$ cat src/rtl/hv_fault_mgr.sv
// HV fault manager: debounced, masked, sticky error channels with first-fault
// capture and a NORMAL/WARN/SAFE/RECOVER reaction FSM driving PWM kill.
//
// Ports:
//   i_clk, i_rst_n   clock, async active-low reset
//   i_err_raw        raw error levels (ERR_NUM), synchronous to i_clk
//   i_err_mask       1 = channel ignored for sticky/first/FSM
//   i_err_kill       1 = PWM-kill class, 0 = report-only
//   i_flt_thr        debounce threshold (0 behaves as 1)
//   i_rec_time       recovery hold cycles
//   i_clr_vld/mask   W1C sticky clear
//   i_fsiso          external forced-safe (unmaskable kill)
//   o_err_flt        debounced levels
//   o_err_sticky     latched masked errors
//   o_first_vld/idx  first fault since last all-clear
//   o_pwm_kill       1 = PWM disabled
//   o_intb_n         active-low interrupt
//   o_fsm_st         0 NORMAL, 1 WARN, 2 SAFE, 3 RECOVER
module hv_fault_mgr #(
  parameter int ERR_NUM = 8,
  parameter int FLT_W   = 4,
  parameter int REC_W   = 8,
  parameter int IDX_W   = (ERR_NUM > 1) ? $clog2(ERR_NUM) : 1
) (
  input  logic               i_clk,
  input  logic               i_rst_n,
  input  logic [ERR_NUM-1:0] i_err_raw,
  input  logic [ERR_NUM-1:0] i_err_mask,
  input  logic [ERR_NUM-1:0] i_err_kill,
  input  logic [FLT_W-1:0]   i_flt_thr,
  input  logic [REC_W-1:0]   i_rec_time,
  input  logic               i_clr_vld,
  input  logic [ERR_NUM-1:0] i_clr_mask,
  input  logic               i_fsiso,
  output logic [ERR_NUM-1:0] o_err_flt,
  output logic [ERR_NUM-1:0] o_err_sticky,
  output logic               o_first_vld,
  output logic [IDX_W-1:0]   o_first_idx,
  output logic               o_pwm_kill,
  output logic               o_intb_n,
  output logic [1:0]         o_fsm_st
);

  typedef enum logic [1:0] {
    ST_NORM = 2'd0,
    ST_WARN = 2'd1,
    ST_SAFE = 2'd2,
    ST_REC  = 2'd3
  } st_e;

  logic [ERR_NUM-1:0] r_flt;
  logic [FLT_W-1:0]   r_cnt [ERR_NUM];
  logic [ERR_NUM-1:0] r_sticky;
  logic               r_first_vld;
  logic [IDX_W-1:0]   r_first_idx;
  st_e                r_state;
  logic [REC_W-1:0]   r_rec_cnt;
  logic               r_pwm_kill;
  logic               r_intb_n;

  logic [FLT_W:0]     w_thr;
  logic [ERR_NUM-1:0] w_flt_nxt;
  logic [FLT_W-1:0]   w_cnt_nxt [ERR_NUM];
  logic [ERR_NUM-1:0] w_eff;
  logic               w_kill_act;
  logic               w_warn_act;
  logic [ERR_NUM-1:0] w_clr;
  logic [ERR_NUM-1:0] w_sticky_nxt;
  logic [IDX_W-1:0]   w_low_idx;
  logic               w_first_vld_nxt;
  logic [IDX_W-1:0]   w_first_idx_nxt;
  st_e                w_state_nxt;
  logic [REC_W-1:0]   w_rec_nxt;
  logic               w_pwm_kill_nxt;
  logic               w_intb_n_nxt;

  // one extra bit so cnt+1 never wraps in the compare
  assign w_thr = (i_flt_thr == '0) ? (FLT_W+1)'(1)
                                   : {1'b0, i_flt_thr};

  always_comb begin
    w_flt_nxt = r_flt;
    for (int i = 0; i < ERR_NUM; i++) begin
      w_cnt_nxt[i] = '0;
      if (i_err_raw[i] != r_flt[i]) begin
        if (({1'b0, r_cnt[i]} + (FLT_W+1)'(1)) >= w_thr)
          w_flt_nxt[i] = i_err_raw[i];
        else
          w_cnt_nxt[i] = r_cnt[i] + 1'b1;
      end
    end
  end

  assign w_eff      = r_flt & ~i_err_mask;
  assign w_kill_act = (|(w_eff & i_err_kill)) | i_fsiso;
  assign w_warn_act = |(w_eff & ~i_err_kill);

  // set wins over clear
  assign w_clr        = i_clr_mask & {ERR_NUM{i_clr_vld}};
  assign w_sticky_nxt = (r_sticky & ~w_clr) | w_eff;

  always_comb begin
    w_low_idx = '0;
    for (int i = ERR_NUM-1; i >= 0; i--)
      if (w_eff[i]) w_low_idx = IDX_W'(i);
  end

  // capture beats all-clear; idx retained on clear
  always_comb begin
    w_first_vld_nxt = r_first_vld;
    w_first_idx_nxt = r_first_idx;
    if (!r_first_vld && (w_eff != '0)) begin
      w_first_vld_nxt = 1'b1;
      w_first_idx_nxt = w_low_idx;
    end else if (w_sticky_nxt == '0) begin
      w_first_vld_nxt = 1'b0;
    end
  end

  always_ff @(posedge i_clk or negedge i_rst_n) begin
    if (!i_rst_n) begin
      r_flt       <= '0;
      r_sticky    <= '0;
      r_first_vld <= 1'b0;
      r_first_idx <= '0;
      for (int i = 0; i < ERR_NUM; i++)
        r_cnt[i] <= '0;
    end else begin
      r_flt       <= w_flt_nxt;
      r_sticky    <= w_sticky_nxt;
      r_first_vld <= w_first_vld_nxt;
      r_first_idx <= w_first_idx_nxt;
      for (int i = 0; i < ERR_NUM; i++)
        r_cnt[i] <= w_cnt_nxt[i];
    end
  end

  // FSM: state register
  always_ff @(posedge i_clk or negedge i_rst_n) begin
    if (!i_rst_n) begin
      r_state   <= ST_REC;
      r_rec_cnt <= '0;
    end else begin
      r_state   <= w_state_nxt;
      r_rec_cnt <= w_rec_nxt;
    end
  end

  // FSM: next state
  always_comb begin
    w_state_nxt = r_state;
    w_rec_nxt   = r_rec_cnt;
    unique case (r_state)
      ST_NORM: begin
        if (w_kill_act)      w_state_nxt = ST_SAFE;
        else if (w_warn_act) w_state_nxt = ST_WARN;
      end
      ST_WARN: begin
        if (w_kill_act)       w_state_nxt = ST_SAFE;
        else if (!w_warn_act) w_state_nxt = ST_NORM;
      end
      ST_SAFE: begin
        if (!w_kill_act) begin
          w_state_nxt = ST_REC;
          w_rec_nxt   = '0;
        end
      end
      ST_REC: begin
        if (w_kill_act)
          w_state_nxt = ST_SAFE;
        else if (r_rec_cnt == i_rec_time)
          w_state_nxt = w_warn_act ? ST_WARN : ST_NORM;
        else
          w_rec_nxt = r_rec_cnt + 1'b1;
      end
    endcase
  end

  // FSM: outputs, from next state so they align with o_fsm_st
  always_comb begin
    w_pwm_kill_nxt = (w_state_nxt == ST_SAFE) |
                     (w_state_nxt == ST_REC);
    w_intb_n_nxt   = ~((w_state_nxt == ST_WARN) |
                       (w_state_nxt == ST_SAFE) |
                       (|w_sticky_nxt));
  end

  always_ff @(posedge i_clk or negedge i_rst_n) begin
    if (!i_rst_n) begin
      r_pwm_kill <= 1'b1;
      r_intb_n   <= 1'b1;
    end else begin
      r_pwm_kill <= w_pwm_kill_nxt;
      r_intb_n   <= w_intb_n_nxt;
    end
  end

  assign o_err_flt    = r_flt;
  assign o_err_sticky = r_sticky;
  assign o_first_vld  = r_first_vld;
  assign o_first_idx  = r_first_idx;
  assign o_pwm_kill   = r_pwm_kill;
  assign o_intb_n     = r_intb_n;
  assign o_fsm_st     = r_state;

endmodule

$ cat config.mk
export PLATFORM = sky130hd
export DESIGN_NAME = hv_fault_mgr
export DESIGN_NICKNAME = d
export VERILOG_FILES = /design/src/rtl/hv_fault_mgr.sv
export SDC_FILE = /design/constraint.sdc
export NUM_CORES = 1
export LEC_CHECK = 0
export CAP_MARGIN = 25
export CELL_PAD_IN_SITES_DETAIL_PLACEMENT = 0
export CELL_PAD_IN_SITES_GLOBAL_PLACEMENT = 1
export CORE_MARGIN = 2
export CORE_UTILIZATION = 40
export DETAILED_ROUTE_END_ITERATION = 10
export GPL_TIMING_DRIVEN = 0
export HOLD_SLACK_MARGIN = 0.03
export PLACE_DENSITY_LB_ADDON = 0.1
export SYNTH_ARGS = -nofsm -noshare
export SYNTH_HDL_FRONTEND = slang
export SYNTH_SLANG_ARGS = --single-unit
$ cat constraint.sdc
create_clock -name i_clk -period 2.5 [get_ports i_clk]
set_input_delay 0.75 -clock i_clk [delete_from_list [all_inputs] [get_ports i_clk]]
set_output_delay 0.75 -clock i_clk [all_outputs]
set_load 0.05 [all_outputs]
==> results.cfg <==
[critical_path]
path_cells = clkdlybuf4s50_1 > nor2b_2 > a21o_1 > or4_1 > or4b_4 > a21o_1
worst_path_largest_cell_delay_ns = 0.52
critPathMostFrequentCell = a21o_1
path_buf_inv = 1
start_kind = primary input
cp_slowest_cell = or4_1
cp_data_arrival_time_ns = 2.69
crit_family = simple AND/OR/NAND/NOR gates
worstPathRequired_ns = 2.73
critical_path_class = primary input to flop
crit_path_max_fanout = 4
critPathCaptureType = flop

[synth]
synth_most_common_cell = dfrtp_1
netlist_instances = 371
ys_seq_area_share_pct = 43.1
synth_cell_types = 37
synth_nets = 453
syn_area_um2 = 3670
synth_edf_count = 0
ys_async_sr_fraction_pct = 100
yosysTopAreaCellShare_pct = 40.9
yosys_warnings = 0
synth_area_leaders = dfrtp_1, ha_1, xnor2_1, nor2_1, nor2b_1
synth_commonest_cells = dfrtp_1, nor2_1, ha_1
ys_ff_latch = 63
syn_avg_cell_area_um2 = 9.89
synthFlopType = dfrtp_1
yosys.area.top_type = dfrtp_1

[cts]
clk_pin_slew_ns = 0.07
cts_tree = yes
clock_latency_ns = 0.33
cts_buffer_depth = 2
cts_htree_levels = 3
ctsHoldBuffers = 0
cts-root-buf = clkbuf_8
clock_sinks = 63
numCtsBuffers = 9

[power_and_ir_drop]
peakVddDrop_uv = 550
p_leak_uw = 0.00217
p_comb_share_pct = 49.4
power_density_nw_per_um2 = 991
clock_power_share_pct = 16.8
power.net_switching_uw = 2030
switching_share_pct = 42.7
p_seq_share_pct = 33.8
p_int_uw = 2730

[timing]
min_period_ns = 2.47
skew_ns = 0.0112
rsz0062_at_grt = yes
setup_slack_ns = 0.0327
setup_viol = 0
tightest_slew_ns = 0.815
fin_crit_sh_pct = 98.7
slew_headroom_pct = 45.6
finalHoldViolCount = 0
fmax_mhz = 405
final_max_slew_viol_count = 0

[placed_design]
gp_congestion = 0.785
dpl.cell_count = 548
dp_hpwl_um = 6040
pre_cts_ws_ns = -0.752
numPortBuffers = 69

[floorplan]
rows = 34
core_um2 = 8810
die_x_um = 99.8
die_area_um2 = 9960
start_util_pct = 41.7
chipHeight_um = 99.8
num_io_pins = 72

[routing]
routed_wl_um = 8560
wl_per_cell_um = 15.1
postRouteAntennaNets = 0
drtIter0Drc = 73
drc = 0
first_pass_iters = 4
vias = 2935
via_per_inst = 5.18

[layout]
nets = 539
final_cells = 567
regArea_um2 = 1580
num_antenna_cells = 0
fill_cells = 820
area_growth_syn_to_layout_pct = 30.9
multiInputGateArea_um2 = 2040
drive_above_1_share_pct = 11.8

[global_route]
grt_first_pass_wirelength_um = 14300
grt_usage_pct = 18.3
antenna_found_initial = 0
grt_pass1_vias = 2974
grt_overflow = 0
grt_max_degree = 64

[flow_run]
maxCapViolations = 0

[hold_path]
hp-class = primary input to asynchronous set/reset pin

[run_status]
status = completed
-- worst register-to-register path: stages (launching register included) --
cell	delay [ns]
dfrtp_1	0.43
nor2b_2	0.21
a21o_1	0.16
or4_1	0.52
or4b_4	0.51
a21o_1	0.19
-- final timing paths --
check | slack [ns] | endpoint | cells after the start | from
min in group i_clk | 0.49 | o_first_idx[2]$_DFFE_PN0P_ | 1 | o_first_idx[2]$_DFFE_PN0P_
worst max-delay path | 0.03 | o_first_vld$_DFFE_PN0P_ | 6 | i_err_mask[2]
worst min-delay path | 0.49 | o_err_sticky[6]$_DFF_PN0_ | 1 | i_rst_n
max in group asynchronous | 1.45 | r_cnt[23]$_DFF_PN0_ | 1 | i_rst_n
worst min register to register | 0.49 | o_first_idx[2]$_DFFE_PN0P_ | 1 | o_first_idx[2]$_DFFE_PN0P_
worst max register to register | 0.37 | o_first_vld$_DFFE_PN0P_ | 5 | o_err_flt[2]$_DFFE_PN0P_
-- cell families (layout without fill, tap and decap cells) --
group / count (synthesis) / in the layout / synth area share [%]
multiplexers: 8 / 8 / 2.45
buffers and inverters: 30 / 118 / 3.27
adder cells (fa/ha/maj): 41 / 41 / 13.5
XOR/XNOR: 32 / 32 / 7.64
flip-flops: 63 / 63 / 43.1
AND/OR/NAND/NOR: 128 / 128 / 17.8
AO/OA/AOI/OAI: 69 / 69 / 12.2
-- cell usage in the layout (no fill, tap or decap), drive strengths merged, types with 3 or more instances in the layout --
cell type / count
clkdlybuf4s50: 60
dfrtp: 60
nor2: 36
ha: 34
nand2: 24
inv: 23
xnor2: 23
nand3: 18
nor2b: 18
clkbuf: 17
nand2b: 15
o211ai: 13
a21oi: 12
o21ai: 12
a31oi: 10
xor2: 9
buf: 9
a21o: 8
mux2: 8
maj3: 7
o22ai: 4
or3: 4
dlymetal6s2s: 4
or4b: 4
nor4: 3
dfstp: 3
o31ai: 3
-- power by group through the flow --
stage / Combinational [µW] / Sequential (µW) / Clock [µW]
after global routing: 2590 / 1670 / 860
after detailed placement: 2280 / 1640 / 0
after floorplan: 1070 / 2110 / 0
after global placement: 2270 / 1630 / 0
after CTS: 2330 / 1620 / 825
final: 2350 / 1610 / 799
-- metrics by stage --
stage	util (%)	hold slack [ns]	setup TNS [ns]	total power, µW	cell area [µm²]
6_report	54.6	0.491	0	4760	4800
3_3_place_gp	51.3	0.480	-128.07	3900	4520
4_1_cts	53.7	0.494	0	4770	4730
3_5_place_dp	51.3	0.478	-31.94	3920	4510
2_1_floorplan	-	0.454	-0.102	3180	3690
5_1_grt	54.6	0.523	0	5110	4800
-- repair_timing --
action                     CTS  global route
setup endpoints to repair   51            40
setup buffers                4             2
pin swaps                    4             6
gates resized for setup     11            24
-- registers in the layout, indices dropped and copies added (netlist names) --
name / count
o_err_flt: 8
o_err_sticky: 8
o_first_idx: 3
o_first_vld: 1
o_fsm_st: 1
o_intb_n: 1
o_pwm_kill: 1
r_cnt: 32
r_rec_cnt: 8
-- cell type report --
cell class	instances	area share, %
timing repair buffer	75	15.3
buffer	5	0.807
tap	108	2.81
sequential	63	32.9
multi-input combinational	278	42.6
clock buffer	12	3.44
inverter	25	2.11
clock inverter	1	0.104
-- routing by layer --
metal / vias up / GRT usage, % / wire [µm]
li1: 1482 / - / -
met1: 1382 / 24.1 / 3980
met2: 59 / 30.1 / 4070
met3: 12 / 3.62 / 363
met4: 0 / 6.64 / 140
met5: - / 0 / 0
(Power assumes the default switching activity.)
==> variant 1: new RTL, config.mk and constraints unchanged <==
Reset style: synchronous (`i_rst_n`), changed in 3 clocked blocks. Comments in the files are not updated.
--- a/src/rtl/hv_fault_mgr.sv
+++ b/src/rtl/hv_fault_mgr.sv
@@ -117,7 +117,7 @@
     end
   end
 
-  always_ff @(posedge i_clk or negedge i_rst_n) begin
+  always_ff @(posedge i_clk) begin
     if (!i_rst_n) begin
       r_flt       <= '0;
       r_sticky    <= '0;
@@ -136,7 +136,7 @@
   end
 
   // FSM: state register
-  always_ff @(posedge i_clk or negedge i_rst_n) begin
+  always_ff @(posedge i_clk) begin
     if (!i_rst_n) begin
       r_state   <= ST_REC;
       r_rec_cnt <= '0;
@@ -185,7 +185,7 @@
                        (|w_sticky_nxt));
   end
 
-  always_ff @(posedge i_clk or negedge i_rst_n) begin
+  always_ff @(posedge i_clk) begin
     if (!i_rst_n) begin
       r_pwm_kill <= 1'b1;
       r_intb_n   <= 1'b1;
Formal check against the unedited RTL: differs if i_rst_n is asserted again (counterexample within 4 cycles, from zero or initial values and one cycle with i_rst_n low); with i_rst_n held inactive, the same outputs for 10 cycles.
==> variant 1 against the original RTL <==
Sequential share of layout area down 6.4 points. Sequential cell count unchanged. Area after synthesis down 2.7%. Final area down 0.91%. Global-route usage up 1.8 points. Worst setup slack better by 32 ps. Worst hold slack worse by 32 ps. Non-clock buffer count up 3. Wire length up 11%. Die area down 2.6%. Largest cell class unchanged.
Power is not compared: it rests on default switching activity, and its combinational part moved more than twofold at a synthesized area within 25%.
==> variant 1: results (changes against the original RTL) <==
Ys Warns=0 (unchanged); Hold WC Path Type=reg2reg (was in2async); pre-CTS setup slack=-705 ps (was -752 ps); synth top area cells=dfxtp_1 35%, ha_1 14%, nor2b_1 4.0% (was dfrtp_1 41%, ha_1 12%, xnor2_1 5.5%); sequential fraction of the synthesis area=35.3% (was 43.1%); Clock Latency Late Sink=350 ps (was 330 ps); vias in the first global route=3047 (was 2974); main flop type after synthesis=dfxtp_1 (was dfrtp_1); Critical Path Source=o_pwm_kill (was i_err_mask[2]); hpwl dp=6860 um (was 6040 um); Bufs on Longest Clock Path=2 (unchanged); Biggest register=r_cnt (unchanged); hold path start=r_cnt[1][8]; startpoint types=flop (was primary input); GRT Util Overall=20.1% (was 18.3%); synth cell count leaders=63 x dfxtp_1, 41 x ha_1, 33 x nor2_1 (was 60 x dfrtp_1, 36 x nor2_1, 34 x ha_1); leakage=0.00202 uW; post-synthesis async set-or-reset flop share=0% (was 100%); slowest CP cell=clkdlybuf4s50_1 (was or4_1); vias per cell=5.24 (was 5.18); Initial DRT Pass Iterations=4 (unchanged); reg2reg path depth=6 (was 5); r2r startpoint=o_err_flt[7] (was o_err_flt[2]); family with the most delay on the worst path=buffers and inverters (was simple AND/OR/NAND/NOR gates); Die ar.=0.00970 mm^2 (was 0.00996 mm^2); synth unique cells=51 (was 37); worst hold margin=460 ps (was 491 ps); Max Fclk=0.411 GHz (was 0.405 GHz); share of cells above drive strength 1=10.5% (was 11.8%); Hold Crit Depth=1; crit-path max cell delay=780 ps (was 520 ps); outcome=finished clean (unchanged); Max Fanout on Critical Path=5 (was 4); global-route wire length before repair=15300 um (was 14300 um); Placer Congestion=0.804 (was 0.785); 1st-iter DRT viols=91 (was 73); Crit path arrival time=1690 ps (was 2690 ps); clock transition at the registers of the reported paths=70 ps (about the same); endpoint of the worst hold path=r_cnt[1][8]; Worst R2R End=r_rec_cnt[3] (was o_first_vld); drt wl/cell=15.9 um (was 15.1 um); IO buf count=70 (was 69); pin count of the biggest net entering global routing=11 (was 64); worst relative slew slack=47.8% (was 45.6%); # diodes=0 (unchanged); Setup crit end=o_fsm_st[1] (was o_first_vld); maximum VDD drop=roughly 0.27 mV; flop2flop setup slack=610 ps (was 370 ps); Num CTS Buffers=9 (unchanged); Max H-tree Level=3 (unchanged); Net count, final=572 (was 539); Setup TNS Final=0 ps (unchanged); Clock Root Buffer=clkbuf_8 (unchanged); clk_skew=7.36 ps (was 11.2 ps); Net Count, Synth=486 (was 453); Placement Cell Area=0.00441 mm^2 (was 0.00451 mm^2)
-- variant 1: changes by cell type in the layout (fill, tap and decap cells not counted), sizes merged, moves of 8 or more --
cell	before	now
o2111ai	0	8
o211ai	13	2
mux2	8	0
dfrtp	60	0
dfxtp	0	63
mux2i	0	8
a21oi	12	22
-- variant 1: power breakdown --
part	total, uW	internal (uW)	leakage (uW)	switching, uW
Combinational	583	265	0.00141	319
Sequential	1100	1050	0.000512	50.3
Clock	891	483	0.000100	408
-- variant 1: layout make-up --
| class | instances | area, um^2 |
|---|---|---|
| multi-input combinational | 299 | 2280 |
| fill | 825 | 3920 |
| buffer | 8 | 40.0 |
| tap | 108 | 135 |
| timing repair buffer | 75 | 741 |
| clock inverter | 4 | 45.0 |
| sequential | 63 | 1260 |
| inverter | 27 | 113 |
| clock buffer | 12 | 145 |
-- variant 1: layer usage --
layer / up-vias / part of all wire, % / GRT usage [%]
met1: 1448 / 48 / 26.8
met3: 17 / 4.8 / 4.75
met4: 0 / 2.4 / 8.75
met2: 73 / 45 / 31.2
li1: 1586 / - / -
met5: - / 0 / 0
-- variant 1: per-stage QoR --
stage / cells / utilization, %
4_1_cts: 595 / 54.1
3_5_place_dp: 575 / 50.8
6_report: 596 / 54.9
5_1_grt: 596 / 54.9
2_1_floorplan: 397 / -
3_3_place_gp: 575 / 50.8
-- variant 1: cell families (layout without fill, tap and decap cells) --
kind of cell	after synthesis	count (layout)	synth area share [%]
fa+ha+maj	41	41	14.4
xor+xnor	32	32	7.85
mux	8	8	2.24
flops	63	63	35.3
buf+inv	35	126	3.82
compound gates	88	88	17.4
simple gates	130	130	19.0
-- variant 1: repair_timing --
item | in CTS | in global routing
setup buffers | 4 | 1
setup endpoints to repair | 40 | 44
pin swaps | 3 | 7
gates resized for setup | 18 | 12
==> variant 2: new RTL, config.mk and constraints unchanged <==
Without the edit above. Change the parameter `FLT_W` from 4 to 6.
--- a/src/rtl/hv_fault_mgr.sv
+++ b/src/rtl/hv_fault_mgr.sv
@@ -18,7 +18,7 @@
 //   o_fsm_st         0 NORMAL, 1 WARN, 2 SAFE, 3 RECOVER
 module hv_fault_mgr #(
   parameter int ERR_NUM = 8,
-  parameter int FLT_W   = 4,
+  parameter int FLT_W   = 6,
   parameter int REC_W   = 8,
   parameter int IDX_W   = (ERR_NUM > 1) ? $clog2(ERR_NUM) : 1
 ) (
Ports: changed (resized i_flt_thr); port bits go from 72 to 74. No check against the original RTL was run, so the function may have changed too.
==> variant 2 against the original RTL <==
The flow now finishes with violations (design-rule violations, negative setup slack). Die area is 29% higher. Clock skew fell by 4.6 ps. Final area increased by 35%. Non-clock buffer count grew 21. Sequential cell count up 16. Area after synthesis rose by 30%. Sequential share of layout area is 2.4 points lower. Global-route usage increased by 1.1 points. Fmax decreased by 2.8%. Critical endpoint is now o_err_flt[3]. Highest routed layer unchanged. Worst setup slack got worse by 72 ps. Wire length grew 36%. Power grew 34%. Core utilization up 1.9 points. Via count up 34%. Critical path type unchanged.
==> variant 2: results (changes against the original RTL) <==
slew of the pin with the lowest slew margin=680 ps (was 815 ps); Net Count, Synth=579 (was 453); Register Area=0.00198 mm^2 (was 0.00158 mm^2); Max H-tree Level=3 (unchanged); hpwl dp=8590 um (was 6040 um); share of cells above drive strength 1=15.5% (was 11.8%); Bufs on Longest Clock Path=2 (unchanged); vias per cell=5.29 (was 5.18); sequential fraction of the synthesis area=41.6% (was 43.1%); synth top area cells=dfrtp_1 40%, ha_1 11%, xnor2_1 5.7% (was dfrtp_1 41%, ha_1 12%, xnor2_1 5.5%); pin count of the biggest net entering global routing=49 (was 64); initial antenna violation count=0 (unchanged); DR DRC count=10 (was 0); Crit path arrival time=2770 ps (was 2690 ps); Fillers=1057 (was 820); global-route wire length before repair=19600 um (was 14300 um); worst hold margin=349 ps (was 491 ps); final wirelength=11600 um (was 8560 um); Clock Root Buffer=clkbuf_16 (was clkbuf_8); synth unique cells=47 (was 37); IO buf count=70 (was 69); Net count, final=687 (was 539); reg2reg path depth=6 (was 5); Clock Latency Late Sink=340 ps; Max Fanout on Critical Path=7 (was 4); Biggest register=r_cnt (unchanged); Num CTS Buffers=9 (unchanged); clk_skew=6.62 ps (was 11.2 ps); # diodes=0 (unchanged); Placer Congestion=0.809 (was 0.785); synth cell count leaders=76 x dfrtp_1, 42 x ha_1, 41 x nor2_1 (was 60 x dfrtp_1, 36 x nor2_1, 34 x ha_1); outcome=complete, but fails checks (was finished clean); r2r startpoint=r_cnt[24] (was o_err_flt[2]); leakage=0.00292 uW (was 0.00217 uW); GRT Util Overall=19.4% (was 18.3%); final setup vio count=1 (was 0); pre-CTS setup slack=-973 ps (was -752 ps); setup ws final=-39.5 ps (was 32.7 ps); maximum VDD drop=0.632 mV (was 0.550 mV); 1st-iter DRT viols=190 (was 73); Initial DRT Pass Iterations=7 (was 4); main flop type after synthesis=dfrtp_1 (unchanged); max reg flops=48 (was 32); Chip Width=113 um (was 99.8 um); family with the most delay on the worst path=compound AO/OA/AOI/OAI gates (was simple AND/OR/NAND/NOR gates); crit-path max cell delay=320 ps (was 520 ps); Setup TNS Final=-39.5 ps (was 0 ps); Ys Warns=0 (unchanged); violated checks=design-rule violations, negative setup slack; Worst R2R End=o_err_flt[3] (was o_first_vld); flop2flop setup slack=240 ps (was 370 ps); slowest CP cell=mux2_4 (was or4_1)
## variant 2: cell types whose count changed after synthesis, sizes merged, moves of 8 or more
cell,unedited run,this run
a221oi,0,9
dfrtp,60,76
ha,34,42
nand3,18,37
nor2b,18,30
xnor2,23,31
xor2,9,17
## variant 2: per-stage QoR
step	instances	instance area, um^2	total power, uW
4_1_cts	725	6260	6240
5_1_grt	743	6500	6800
2_1_floorplan	487	4900	3730
3_5_place_dp	702	5810	4580
3_3_place_gp	700	5780	4520
6_report	743	6500	6370
## variant 2: worst max-delay path by stage
stage,start,end,slack (ps)
after floorplan,i_flt_thr[2],o_err_flt[3],-150
after global placement,i_rst_n,r_cnt[45],-2240
after detailed placement,i_flt_thr[5],o_err_flt[3],-970
after CTS,i_flt_thr[1],o_err_flt[3],2
after global routing,i_flt_thr[2],o_err_flt[3],-100
final,i_flt_thr[2],o_err_flt[3],-40
## variant 2: final cells by class
class / count / area share (%)
well taps: 143 / 2.75
inverters: 31 / 2.04
repair buffers: 97 / 14.3
multi-input cells: 373 / 44.2
plain buffers: 4 / 0.924
clock inverters: 2 / 0.924
clock buffers: 14 / 4.37
flip-flops and latches: 79 / 30.5
## variant 2: where the power goes
| group | internal [uW] | total [uW] | switching, uW |
|---|---|---|---|
| Combinational | 1260 | 2890 | 1640 |
| Clock | 985 | 1510 | 524 |
| Sequential | 1600 | 1970 | 371 |
## variant 2: timing repair
action,4_1_cts,5_1_grt
hold buffers,0,0
endpoints found under the setup margin,66,49
gates resized for setup,27,24
pin swaps,13,27
buffers inserted,7,18
## variant 2: layer usage
metal	wire (um)	up-vias	share of wire [%]	global-route usage [%]
met5	0	-	0	0
met4	208	0	1.8	7.15
met3	648	14	5.6	3.64
met2	5260	81	45	30.5
met1	5510	1862	47	26.8
li1	-	1976	-	-
## variant 2: logic make-up after synthesis
family                     count (synthesis)  synth area share, %
AOI/OAI and AO/OA                         92                 13.8
xor gates and xnor gates                  48                 8.82
adders and majority gates                 42                 11.0
buffers and inverters                     35                 2.94
DFF                                       79                 41.6
muxes                                      8                 1.89
and+or+nand+nor                          183                 20.0
## variant 2: worst reg2reg max path: cells and delay by family, from the launching register on
family / cells / cell delay [ps]
compound gates: 3 / 730
fa+ha+maj: 2 / 660
flops: 1 / 460
mux: 1 / 320
